$ cat src/rtl/mig1_fetch_queue.sv
// mig1_fetch_queue: instruction prefetch queue with redirect flush and in-flight response drop
// Ports: clk/reset; redirect+redirect_pc restart fetch; mem_req/mem_addr/mem_gnt issue fetches;
// mem_rvalid/mem_rdata return words in request order; insn_valid/insn/insn_pc/insn_ready hand out the head.
module mig1_fetch_queue #(
  parameter int ADDR_WIDTH = 32,
  parameter int INSN_WIDTH = 32,
  parameter int DEPTH = 4,
  parameter logic [ADDR_WIDTH-1:0] RESET_PC = '0
) (
  input  logic                  clk,
  input  logic                  reset,
  input  logic                  redirect,
  input  logic [ADDR_WIDTH-1:0] redirect_pc,
  output logic                  mem_req,
  output logic [ADDR_WIDTH-1:0] mem_addr,
  input  logic                  mem_gnt,
  input  logic                  mem_rvalid,
  input  logic [INSN_WIDTH-1:0] mem_rdata,
  output logic                  insn_valid,
  output logic [INSN_WIDTH-1:0] insn,
  output logic [ADDR_WIDTH-1:0] insn_pc,
  input  logic                  insn_ready
);
  localparam int PW = $clog2(DEPTH);
  localparam int CW = PW + 1;
  localparam logic [CW:0] CAP = (CW+1)'(DEPTH);
  logic [ADDR_WIDTH-1:0] fetch_pc, resp_pc, new_pc;
  logic [ADDR_WIDTH-1:0] pc_mem [DEPTH];
  logic [INSN_WIDTH-1:0] insn_mem [DEPTH];
  logic [PW-1:0] rd, wr;
  logic [CW-1:0] count, outstanding, drop;
  logic issue, push, pop;
  always_comb begin
    new_pc = {redirect_pc[ADDR_WIDTH-1:2], 2'b00};
    // credit covers buffered words plus every in-flight fetch, so a push can never overflow
    mem_req = !reset && !redirect && (({1'b0, count} + {1'b0, outstanding}) < CAP);
    mem_addr = fetch_pc;
    issue = mem_req && mem_gnt;
    push = !reset && !redirect && mem_rvalid && (drop == '0);
    insn_valid = count != '0;
    pop = insn_valid && insn_ready && !redirect;
    insn = insn_mem[rd];
    insn_pc = pc_mem[rd];
  end
  always_ff @(posedge clk) begin
    if (reset) begin
      fetch_pc <= RESET_PC;
      resp_pc <= RESET_PC;
      rd <= '0;
      wr <= '0;
      count <= '0;
      outstanding <= '0;
      drop <= '0;
    end else begin
      outstanding <= outstanding + CW'(issue) - CW'(mem_rvalid);
      if (redirect) begin
        fetch_pc <= new_pc;
        resp_pc <= new_pc;
        rd <= '0;
        wr <= '0;
        count <= '0;
        // every fetch still in flight belongs to the old stream; stale ones already in drop are among them
        drop <= outstanding - CW'(mem_rvalid);
      end else begin
        if (issue) fetch_pc <= fetch_pc + ADDR_WIDTH'(4);
        if (push) begin
          resp_pc <= resp_pc + ADDR_WIDTH'(4);
          wr <= wr + PW'(1);
        end
        if (pop) rd <= rd + PW'(1);
        if (mem_rvalid && drop != '0) drop <= drop - CW'(1);
        count <= count + CW'(push) - CW'(pop);
      end
    end
  end
  always_ff @(posedge clk) begin
    if (push) begin
      pc_mem[wr] <= resp_pc;
      insn_mem[wr] <= mem_rdata;
    end
  end
endmodule

$ cat config.mk
export PLATFORM = sky130hd
export DESIGN_NAME = mig1_fetch_queue
export DESIGN_NICKNAME = d
export VERILOG_FILES = /design/src/rtl/mig1_fetch_queue.sv
export SDC_FILE = /design/constraint.sdc
export NUM_CORES = 1
export LEC_CHECK = 0
export ABC_CLOCK_PERIOD_IN_PS = 2950
export CORE_MARGIN = 3
export CORE_UTILIZATION = 45
export CTS_CLUSTER_DIAMETER = 100
export DETAILED_ROUTE_END_ITERATION = 10
export GPL_TIMING_DRIVEN = 1
export PLACE_DENSITY = 0.72
export SLEW_MARGIN = 20
export SYNTH_ARGS = -nofsm -noshare
export SYNTH_HDL_FRONTEND = slang
export SYNTH_SLANG_ARGS = --single-unit
$ cat constraint.sdc
create_clock -name clk -period 2.95 [get_ports clk]
set_input_delay 0.59 -clock clk [delete_from_list [all_inputs] [get_ports clk]]
set_output_delay 0.59 -clock clk [all_outputs]
set_load 0.02 [all_outputs]
=== Yosys cells after proc, flatten, opt, wreduce, memory -nomap -nowiden ===
Memory sizes are Yosys's and may differ from the RTL's. A register that Yosys moved wholly into a read port is not among the register bits.
Index checks and enable logic that the tools add are counted.

* Bits in registers: 77
* RAM bits: 256
* Output and inout bits: 98
* Memories: 2

* Add/subtract/negate cells: 11
* Magnitude comparators: 1
* Muxes and demuxes: 12
* Reductions and logical operators: 17

{| class="wikitable"
|+ Memories
! name !! depth !! bits a word !! rd ports !! clocked after Yosys merged registers in !! write ports !! RTL line !! source
|-
| insn_mem || 4 || 32 || 1 || 1 || 1 || 29 || <nowiki>logic [INSN_WIDTH-1:0] insn_mem [DEPTH];</nowiki>
|-
| pc_mem || 4 || 32 || 1 || 1 || 1 || 28 || <nowiki>logic [ADDR_WIDTH-1:0] pc_mem [DEPTH];</nowiki>
|}

{| class="wikitable"
|+ Operators with widths
! operator !! count
|-
| 32-bit two-way mux || 4
|-
| 32-bit by 3-bit adder with 32-bit output, second input constant || 2
|-
| 3-bit by 1-bit subtractor with 3-bit output || 3
|-
| 1-bit logical AND || 8
|-
| 2-bit two-way mux || 4
|-
| 3-bit by 1-bit adder with 3-bit output || 2
|-
| 3-bit two-way mux || 2
|-
| 2-bit nonzero test || 3
|-
| 3-bit nonzero test || 2
|-
| 2-bit by 1-bit adder with 2-bit output, second input constant || 2
|-
| 3-bit by 3-bit adder with 4-bit output || 1
|-
| 4-bit by 3-bit less-than comparator with 1-bit output, second input constant || 1
|-
| 3-bit zero test || 1
|-
| 3-bit by 1-bit subtractor with 3-bit output, second input constant || 1
|-
| 1-bit zero test || 2
|-
| 1-bit two-way mux || 2
|-
| 2-bit OR reduction || 1
|}

=== Depth between registers and ports, before layout ===
* Depth after elaboration: 6
* Depth in mapped cells: 11
* Gate-level depth less buffers: 11

=== Worst setup path before layout ===
No wires, ideal clock.

* Kind: in2reg
* Start point: in mem_rvalid
* End point: mem insn_mem[0][0], enable pin
* Setup time: 0.427 ns
* Arrival time: 2.616 ns
* Setup slack: -0.093 ns
* Cell stages on the path: 3
* Path buffers: 1
* Cells stage by stage: and3b_1 clkbuf_1 and3_1

* Word-level cells in the longest chain between the ends: 4

{| class="wikitable"
|+ Ends and longest elaborated chain
! what !! RTL line !! source
|-
| start: declaration || 17 || <nowiki>input logic mem_rvalid,</nowiki>
|-
| 1-bit logical AND (2 in series) || 39 || <nowiki>push = !reset && !redirect && mem_rvalid && (drop == '0);</nowiki>
|-
| 1-bit two-way mux || 77 || <nowiki>if (push) begin</nowiki>
|-
| 1-bit two-way mux (implied by the code) || 79 || <nowiki>insn_mem[wr] <= mem_rdata;</nowiki>
|-
| end: declaration || 29 ||
|}

Every way passes these cells.

==> flow_summary.ini <==
[place]
portBuffers = 161
dp_hpwl_mm = 17.6
gp_congestion = 0.830
placed_area_mm2 = 0.0154

[timing]
finalMaxSlewViolations = 0
tightest_slew_ns = 0.594
rsz0062_at_grt = false
layout_min_cycle_time_ns = 2.87
period_share = 0.971
hold_viol = 0
final.setup.tns_ns = 0
max_slew_margin = 0.604
fmax_ghz = 0.349
whs_ns = 0.509
skew_ns = 0.00857
finalSetupViolations = 0

[floorplan]
boundaryPins = 168
rows = 61
core_mm2 = 0.0283
dieWidth_um = 177
initial_core_util = 0.465
fp.dieArea_mm2 = 0.0313
die_y_um = 177

[grt]
grt_max_degree = 63
grt_util_met3 = 0.0332
grt_pass1_wl_mm = 43.2
grt_use_met2 = 0.281
antenna_found_initial = 0
busiest_layer = met2
grt_use_met1 = 0.245
gr-total-overflow = 0
grt_usage = 0.173
grt_pass1_vias = 8078

[routing]
wl_mm = 27.0
vias = 7828
drt_first_pass_iters = 5
ant_nets = 0
wl_per_cell_um = 19.0
drt_iter0_markers = 511
route.detailed.drc = 0
vias_per_cell = 5.49

[layout]
multi_input_area_mm2 = 0.00389
layout_commonest_cell = edfxtp_1
drive_gt1_frac = 0.147
diodes = 0
seq_area_mm2 = 0.00896
syn_to_final_growth_pct = 25.6
fillers = 2193
layout_common_cells = edfxtp_1, clkdlybuf4s50_1, dfxtp_1, mux4_2, inv_1
fin_nets = 1113
design_area_mm2 = 0.0165

[synth]
synth-edff-count = 248
synth.top_cell.area_share = 0.566
synthDistinctLibCells = 55
netlist_instances = 839
ys_ff_latch = 323
synthTopCellsByArea = edfxtp_1, dfxtp_1, mux4_2, ha_1, xnor2_1
synth_warnings = 0
syn_area_mm2 = 0.0132
synth_area_leader_cell = edfxtp_1
synth_flop_cell = edfxtp_1
async_flop_share = 0
synth_area_per_cell_um2 = 15.7
yosysSeqAreaShare = 0.680

[hold_path]
hold_path_class = register to register

[cts]
clock_sinks = 323
clk_pin_slew_ns = 0.06
clk_latency_ns = 0.50
cts_max_level = 2
postCtsHoldBufs = 0
ctsLongestPathBuffers = 3
cts_root_buf = clkbuf_16
cts_tree = yes
cts-buffers-inserted = 35
post_cts_buffers = 0

[critical_path]
arrival_ns = 2.28
critPathCaptureType = primary output
cp-start-kind = register
path_class = register to primary output
crit_required_ns = 2.36
path_max_fanout = 32

[power]
power_per_cell_area_mw_per_mm2 = 602
power_leakage_nw = 5.57
power.internal_mw = 7.78
swShare = 0.219
p_switching_mw = 2.18
seq_power_share = 0.519
comb_power_share = 0.078
clock_power_share = 0.403
vdd_drop_max_uv = 423

[job]
cap_violations = 0

[run_status]
status = finished, final reports clean
[repair_timing]
action,CTS,global route
resized for setup,3,15
setup endpoints to repair,6,15
pin swaps,0,0
gates cloned,0,0
[kinds of logic (layout without fill, tap and decap cells)]
| kind of cell | Yosys count | after routing | share of synthesized area |
|---|---|---|---|
| flip-flops | 323 | 323 | 0.680 |
| AND/OR/NAND/NOR | 197 | 197 | 0.0811 |
| AO/OA/AOI/OAI | 103 | 103 | 0.0524 |
| buffers and inverters | 83 | 289 | 0.0265 |
| multiplexers | 71 | 71 | 0.113 |
| XOR/XNOR | 43 | 43 | 0.0286 |
| adder cells (fa/ha/maj) | 18 | 18 | 0.0182 |
| other | 1 | 4 | 0.000285 |
[routing by layer]
| metal | share of wire | wire, µm | up-vias |
|---|---|---|---|
| met5 | 0 | 0 | - |
| met4 | 0.016 | 439 | 0 |
| met3 | 0.068 | 1850 | 40 |
| met2 | 0.47 | 12600 | 281 |
| met1 | 0.45 | 12100 | 3886 |
| li1 | - | - | 3621 |
[stage by stage]
stage / cells / worst slack, ns / utilization / power (mW)
after global routing: 1426 / 0.000980 / 0.584 / 10.3
final: 1426 / 0.0841 / 0.584 / 9.95
after CTS: 1426 / 0.00154 / 0.583 / 10.1
after global placement: 1366 / 0.0490 / 0.545 / 6.02
after floorplan: 842 / 0.442 / - / 5.65
after detailed placement: 1366 / 0.0378 / 0.545 / 6.04
[power by group through the flow]
| stage | Sequential [mW] | Combinational (mW) | Clock, mW |
|---|---|---|---|
| 2_1_floorplan | 5.25 | 0.402 | 0 |
| 3_3_place_gp | 5.25 | 0.771 | 0 |
| 3_5_place_dp | 5.26 | 0.783 | 0 |
| 4_1_cts | 5.16 | 0.790 | 4.13 |
| 5_1_grt | 5.18 | 0.861 | 4.30 |
| 6_report | 5.16 | 0.780 | 4.01 |
[synthesized netlist by cell type, types with 8 or more instances]
| library cell | count |
|---|---|
| edfxtp_1 | 248 |
| xnor2_1 | 22 |
| and3_1 | 18 |
| nor2_1 | 36 |
| a211oi_1 | 13 |
| ha_1 | 16 |
| clkbuf_1 | 28 |
| nand2_1 | 31 |
| inv_1 | 38 |
| xor2_1 | 21 |
| nand3_1 | 28 |
| o21ai_0 | 8 |
| dfxtp_1 | 75 |
| nand4_1 | 25 |
| a21oi_1 | 31 |
| nor3_1 | 17 |
| mux4_2 | 62 |
| a21boi_0 | 21 |
| or3_1 | 10 |
[worst max-delay path: stages (launching register included)]
cell             delay (ns)
dfxtp_4                0.38
buf_16                 0.24
mux4_2                 0.55
clkdlybuf4s50_1        0.56
[layout make-up]
| type | count | share of cell area |
|---|---|---|
| clock buffers | 41 | 0.0543 |
| clock inverters | 19 | 0.00953 |
| inverters | 38 | 0.00863 |
| multi-input cells | 436 | 0.235 |
| flip-flops and latches | 323 | 0.542 |
| well taps | 378 | 0.0286 |
| repair buffers | 191 | 0.122 |
[sequential cells by signal, indices dropped and copies added (netlist names), named ones only]
signal and flops:
mem_addr 30, outstanding 3, insn_mem 128, wr 2
resp_pc 30, rd 2, drop 3, pc_mem 120
count 3
[final timing paths]
path | slack, ns | depth (start not counted) | start | endpoint
setup / recovery | 0.08 | 3 | register | insn_pc[30]
hold / removal | 0.51 | 2 | wr[1] | wr[1]
setup reg to reg | 0.61 | 10 | outstanding[2] | outstanding[2]
hold reg to reg | 0.51 | 2 | wr[1] | wr[1]
Power figures use the tool's default switching activity.
